[src/rtl/radix_pkg.sv]
// Shared constants and state encoding for the radix serializer.
package radix_pkg;

  localparam logic MODE_BIN = 1'b0;
  localparam logic MODE_HEX = 1'b1;

  localparam logic [7:0] ASCII_0    = 8'h30;
  localparam logic [7:0] ASCII_A_LC = 8'h61;

  typedef enum logic {
    IDLE = 1'b0,
    EMIT = 1'b1
  } state_t;

endpackage

[src/rtl/nibble_to_ascii.sv]
// Combinational 4-bit digit to lowercase ASCII character.
module nibble_to_ascii
  import radix_pkg::*;
(
  input  logic [3:0] nibble,
  output logic [7:0] ascii
);

  // Digits below ten map onto '0'..'9', the rest onto 'a'..'f'.
  always_comb begin
    ascii = 8'h00;
    if (nibble < 4'd10) begin
      ascii = ASCII_0 + {4'h0, nibble};
    end else begin
      ascii = ASCII_A_LC + {4'h0, nibble} - 8'd10;
    end
  end

endmodule

[src/rtl/radix_serializer.sv]
// Captures a WIDTH-bit value and streams it as ASCII binary or lowercase hex
// digits, MSB first, with valid/ready handshakes on both sides.
module radix_serializer
  import radix_pkg::*;
#(
  parameter int WIDTH = 16
) (
  input  logic             clk,
  input  logic             rst,
  input  logic             in_valid,
  output logic             in_ready,
  input  logic [WIDTH-1:0] in_value,
  input  logic             in_mode,
  output logic             out_valid,
  input  logic             out_ready,
  output logic [7:0]       out_char,
  output logic             out_last
);

  localparam int NCHAR_H = (WIDTH + 3) / 4;
  localparam int SW      = 4 * NCHAR_H;
  localparam int CW      = $clog2(WIDTH + 1);
  localparam logic [CW-1:0] LAST_B = CW'(WIDTH - 1);
  localparam logic [CW-1:0] LAST_H = CW'(NCHAR_H - 1);

  state_t        state_r;
  logic [SW-1:0] sr_r;
  logic [CW-1:0] cnt_r;
  logic          mode_r;

  logic [SW-1:0] sr_next_s;
  logic          mode_next_s;
  logic [3:0]    digit_s;
  logic [7:0]    char_next_s;

  // Next shift-register contents and the digit that will be on out_char after it.
  always_comb begin
    sr_next_s   = sr_r;
    mode_next_s = mode_r;
    if (state_r == IDLE) begin
      sr_next_s   = SW'(in_value);
      mode_next_s = in_mode;
    end else if (mode_r == MODE_HEX) begin
      sr_next_s = sr_r << 4;
    end else begin
      sr_next_s = sr_r << 1;
    end
    if (mode_next_s == MODE_HEX) begin
      digit_s = sr_next_s[SW-1 -: 4];
    end else begin
      digit_s = {3'b000, sr_next_s[WIDTH-1]};
    end
  end

  nibble_to_ascii u_n2a (
    .nibble (digit_s),
    .ascii  (char_next_s)
  );

  // Handshake FSM; every output is registered so nothing combinational reaches out_*.
  always_ff @(posedge clk) begin
    if (rst) begin
      state_r   <= IDLE;
      sr_r      <= '0;
      cnt_r     <= '0;
      mode_r    <= MODE_BIN;
      in_ready  <= 1'b1;
      out_valid <= 1'b0;
      out_char  <= 8'h00;
      out_last  <= 1'b0;
    end else begin
      case (state_r)
        IDLE: begin
          if (in_valid) begin
            state_r   <= EMIT;
            sr_r      <= sr_next_s;
            mode_r    <= mode_next_s;
            cnt_r     <= (mode_next_s == MODE_HEX) ? LAST_H : LAST_B;
            out_char  <= char_next_s;
            out_last  <= (mode_next_s == MODE_HEX) ? (LAST_H == '0) : (LAST_B == '0);
            in_ready  <= 1'b0;
            out_valid <= 1'b1;
          end else begin
            state_r <= IDLE;
          end
        end
        EMIT: begin
          if (out_ready) begin
            if (cnt_r == '0) begin
              state_r   <= IDLE;
              in_ready  <= 1'b1;
              out_valid <= 1'b0;
              out_last  <= 1'b0;
              out_char  <= 8'h00;
            end else begin
              sr_r     <= sr_next_s;
              cnt_r    <= cnt_r - CW'(1);
              out_char <= char_next_s;
              out_last <= (cnt_r == CW'(1));
            end
          end else begin
            state_r <= EMIT;
          end
        end
        default: begin
          state_r   <= IDLE;
          in_ready  <= 1'b1;
          out_valid <= 1'b0;
          out_last  <= 1'b0;
          out_char  <= 8'h00;
        end
      endcase
    end
  end

endmodule

[config.mk]
export PLATFORM = sky130hd
export DESIGN_NAME = radix_serializer
export DESIGN_NICKNAME = d
export VERILOG_FILES = /design/src/rtl/radix_pkg.sv /design/src/rtl/nibble_to_ascii.sv /design/src/rtl/radix_serializer.sv
export SDC_FILE = /design/constraint.sdc
export NUM_CORES = 1
export LEC_CHECK = 0
export ABC_CLOCK_PERIOD_IN_PS = 2450
export BUFFER_PORTS_ARGS = -buffer_cell sky130_fd_sc_hd__buf_4
export CORE_MARGIN = 4
export CORE_UTILIZATION = 54
export DETAILED_ROUTE_END_ITERATION = 7
export GPL_TIMING_DRIVEN = 1
export HOLD_SLACK_MARGIN = 0.02
export PLACE_DENSITY = 0.85
export RECOVER_POWER = 100
export REMOVE_ABC_BUFFERS = 1
export SLEW_MARGIN = 20
export SYNTH_ARGS = -nofsm -noshare
export SYNTH_HDL_FRONTEND = slang
export SYNTH_SLANG_ARGS = --single-unit
[constraint.sdc]
create_clock -name clk -period 2.45 [get_ports clk]
set_clock_uncertainty 0.15 [all_clocks]
set_input_delay 0.245 -clock clk [delete_from_list [all_inputs] [get_ports clk]]
set_output_delay 0.245 -clock clk [all_outputs]
set_load 0.005 [all_outputs]
==> results <==
- The area inside the core boundary is 0.003028 mm2.
- The required time at the worst-slack endpoint is approximately 2600 ps.
- The number of diodes added for antenna fixing is 0.
- The total wire length is a little over 4000 um.
- In this run the horizontal extent of the chip is ~64 um.
- The later-pin clock latency in the skew report is roughly 340 ps.
- The distinct cell type count of the synthesized netlist is between 40 and 50.
- The startpoint class of the critical path is a register.
- In this run the cell area measured after placement is 0.001934 mm2.
- Along the worst hold path, the cell count comes to 3.
- The largest area contributor in the netlist is sky130_fd_sc_hd__dfxtp_1.
- The worst hold path begins at in_mode.
- After synthesis, the largest area contributor takes up roughly 38% of total cell area.
- The pre-antenna-repair detailed-routing pass consisted of 6 iterations.
- The max-cap check violation count is 0.
- The maximum number of pins on one net before global-route repair is 34.
- The final count of pins violating max slew is 0.
- In this run the post-CTS setup repair buffer count came out at 0.
- The row count is 20.
- The count of filler cells inserted in the layout is roughly 270.
- In the global route stage, met3 resource usage came out at around 6%.
- The number of enable flip-flop cells after synthesis is 0.
- The end of the worst register-to-register path is sr_r[11].
- TritonCTS created 5 clock buffers.
- Relative to the synthesized area, the layout overhead comes to 22.12%.
- IR analysis of the VDD net gives a maximum drop of 0.3733 mV.
- The TritonCTS clock tree is done.
- The fraction of synthesis flops using an asynchronous set or reset pin is 0%.
- After detailed routing, the number of vias per cell comes to around 5.6.
- For this run, the top clock speed supported by timing is approximately 440 MHz.
- Of all nets on the critical path, the largest fanout is 15.
- The remaining antenna violation count is 0.
- The synthesized netlist occupies a cell area of between 0.0015 and 0.002 mm2.
- The number of hold violations in the final report is 0.
- Dividing the detail-routed wire length by the instance count gives roughly 14 um.
- For this run, the leading register cell type out of synthesis is sky130_fd_sc_hd__dfxtp_1.
- The total via count after detailed routing is roughly 1600.
- Adding up every negative setup slack in the final design gives 0 ps.
- For flop-to-flop paths, the worst setup slack is 150 ps.
- The kind of path behind the tightest hold check is in -> reg.
- At the end of routability-driven placement, the weighted congestion stood at a little under 0.9.
- The endpoint with the worst hold slack is mode_r.
- Buffers placed on the I/O ports in this run total 30.
- The routing layer with the top usage in global route is met2.
- Global routing used between 20% and 30% of the available met1 tracks.
- Synthesis produced a netlist whose cell count is around 200.
- In this run, the number of DRC markers left after iteration 0 of detailed routing was 114.
- In the routed design, unresolved DRC markers number 0.
- The via count of the first global-routing pass came to around 1500.
- The initial antenna violation count was 0.
- The clock tree root driver cell is sky130_fd_sc_hd__clkbuf_4.
- The HPWL after detailed placement is approximately 2700 um.
- The worst register-to-register path has a depth of 7.
- The clock transition at the register clock pins on the worst setup and hold paths after CTS is 90 ps.
- In this run the power density over the cells is 583.4 mW/mm2.
- The sequential element share of the synthesized area is 37.87%.
- The die outline area is 0.004092 mm2.
- The data arrival at the endpoint of the critical path is approximately 2400 ps.
- The startpoint identified for the worst register-to-register timing path is cnt_r[0].
- 32 I/O pins were placed.
- The final critical path time including I/O delays and setup is ~2300 ps.
- Tracing the worst setup path back leads to its startpoint at cnt_r[0].
- Global routing consumed, over all layers together, between 20 and 25% of the routing resources.
- In this run, synthesis produced a sequential element count of 32.
- For this run, the share of the core covered by cells in the final layout is about 70%.
- The reported leakage power is between 0.0008 and 0.0009 uW.
- Summed over all layers, the global routing overflow is 0.
- The relative max-transition margin is ~56%.
- The run finished with clean final reports.
- The final layout contains 266 nets.
- The actual transition at the worst max-transition pin is ~650 ps.
- The average size of a mapped cell is between 8 and 9 um2.
- Setup violations remaining at the end of the flow were counted as 0.
- The critical path start-end classification is reg -> reg.
- For this configuration, the core starts out at a cell density of around 56%.
- In the post-synthesis netlist, the biggest area contributors are sky130_fd_sc_hd__dfxtp_1, sky130_fd_sc_hd__nor2_1, sky130_fd_sc_hd__mux2i_1, sky130_fd_sc_hd__a21oi_1, sky130_fd_sc_hd__a221oi_1.
- Counting along the longest clock path gives a buffer depth of 2.
- The tree built by TritonCTS fans out to 32 sinks.
- The total number of yosys warnings is 0.
- The first global-routing pass estimated about 7000 um of wire.
- With fillers left out, the area of the finished cells amounts to about 0.0021 mm2.
- CTS built an H-tree with a depth of 2.
- The post-route netlist has roughly 19% of its cells at a drive strength greater than 1.
- Setup repair after global routing left no endpoint under its margin.
- The worst setup path is captured at a register.
- The die is between 60 and 70 um tall.
- The global routing usage on met2 is about a third.
- The final worst-path cycle share is about 94%.
report_power, final:
group          internal [uW]  total, uW  switching, uW  leakage [uW]
logic                    135        285            150      0.000509
registers                562        603           40.9      0.000263
clock network            141        317            176     0.0000326
through the flow:
| step | power, uW | hold slack [ps] | cells | setup slack [ps] |
|---|---|---|---|---|
| CTS | 1215 | 28.04 | 286 | 221.9 |
| global route | 1280 | 39.97 | 286 | 67.62 |
| finish | 1205 | 36.46 | 286 | 154.4 |
| floorplan | 776.3 | 164.1 | 189 | 311.0 |
| detailed placement | 889.0 | 304.3 | 270 | 279.3 |
| global placement | 882.2 | 305.2 | 270 | 332.5 |
logic make-up after synthesis:
| logic type | count (synthesis) | synth area share (%) |
|---|---|---|
| other cells | 1 | 0.2217 |
| simple gates | 79 | 22.49 |
| xor+xnor | 1 | 0.5178 |
| fa+ha+maj | 4 | 2.959 |
| buf+inv | 22 | 6.878 |
| flops | 32 | 37.87 |
| compound gates | 55 | 23.15 |
| mux | 10 | 5.917 |
worst max-delay path, stage by stage (launching register included):
cell	delay [ps]
sky130_fd_sc_hd__dfxtp_1	350
sky130_fd_sc_hd__inv_1	90
sky130_fd_sc_hd__ha_1	260
sky130_fd_sc_hd__or4b_4	530
sky130_fd_sc_hd__a21oi_4	390
sky130_fd_sc_hd__buf_4	210
sky130_fd_sc_hd__a221oi_1	80
sky130_fd_sc_hd__nor2_1	160
Yosys cell counts, drive strengths merged, types with 3 or more instances:
| library cell | instances |
|---|---|
| nor2 | 35 |
| dfxtp | 32 |
| a21oi | 18 |
| nand2 | 18 |
| mux2i | 10 |
| buf | 9 |
| a211oi | 8 |
| a221oi | 8 |
| inv | 7 |
| a31oi | 6 |
| clkbuf | 6 |
| ha | 4 |
| nor2b | 4 |
| nor3 | 4 |
| o21ai | 4 |
| nand2b | 3 |
registers in the layout, summed over array words and instances (netlist names):
register   cells
cnt_r          5
in_ready       1
mode_r         1
out_char       7
out_last       1
out_valid      1
sr_r          15
state_r        1
cell usage in the layout (no fill, tap or decap), drive strengths merged, types with 8 or more instances in the layout:
cell         count
nor2            35
dfxtp           32
buf             25
clkbuf          20
nand2           18
a21oi           18
mux2i           10
a211oi           8
a221oi           8
dlygate4sd3      8
what timing repair did:
| action | in CTS | in global routing |
|---|---|---|
| gates resized for setup | 0 | 0 |
| setup endpoints to repair | 0 | 0 |
| hold buffers | 8 | 0 |
| hold endpoints to repair | 8 | 0 |
worst max-delay path by stage:
stage                             end  slack (ps)  depth (start not counted)
after CTS                    sr_r[11]         220                          7
final                        sr_r[11]         150                          7
after global placement       cnt_r[2]         330                          7
after global routing          sr_r[8]          70                          7
after floorplan           out_char[0]         310                          5
after detailed placement     cnt_r[2]         280                          7
cell type report:
| type | count | area (um2) | area share (%) |
|---|---|---|---|
| Timing Repair Buffer | 45 | 350.3 | 16.96 |
| Inverter | 7 | 26.28 | 1.272 |
| Tap cell | 44 | 55.05 | 2.665 |
| Multi-Input combinational cell | 150 | 934.6 | 45.25 |
| Sequential cell | 32 | 640.6 | 31.01 |
| Clock buffer | 8 | 58.81 | 2.847 |
routing by layer:
layer / vias up / wire length [um]
met5: - / 0
met4: 0 / 93
met3: 9 / 229
met2: 45 / 1907
met1: 751 / 1819
li1: 801 / -
Power figures use the tool's default switching activity.
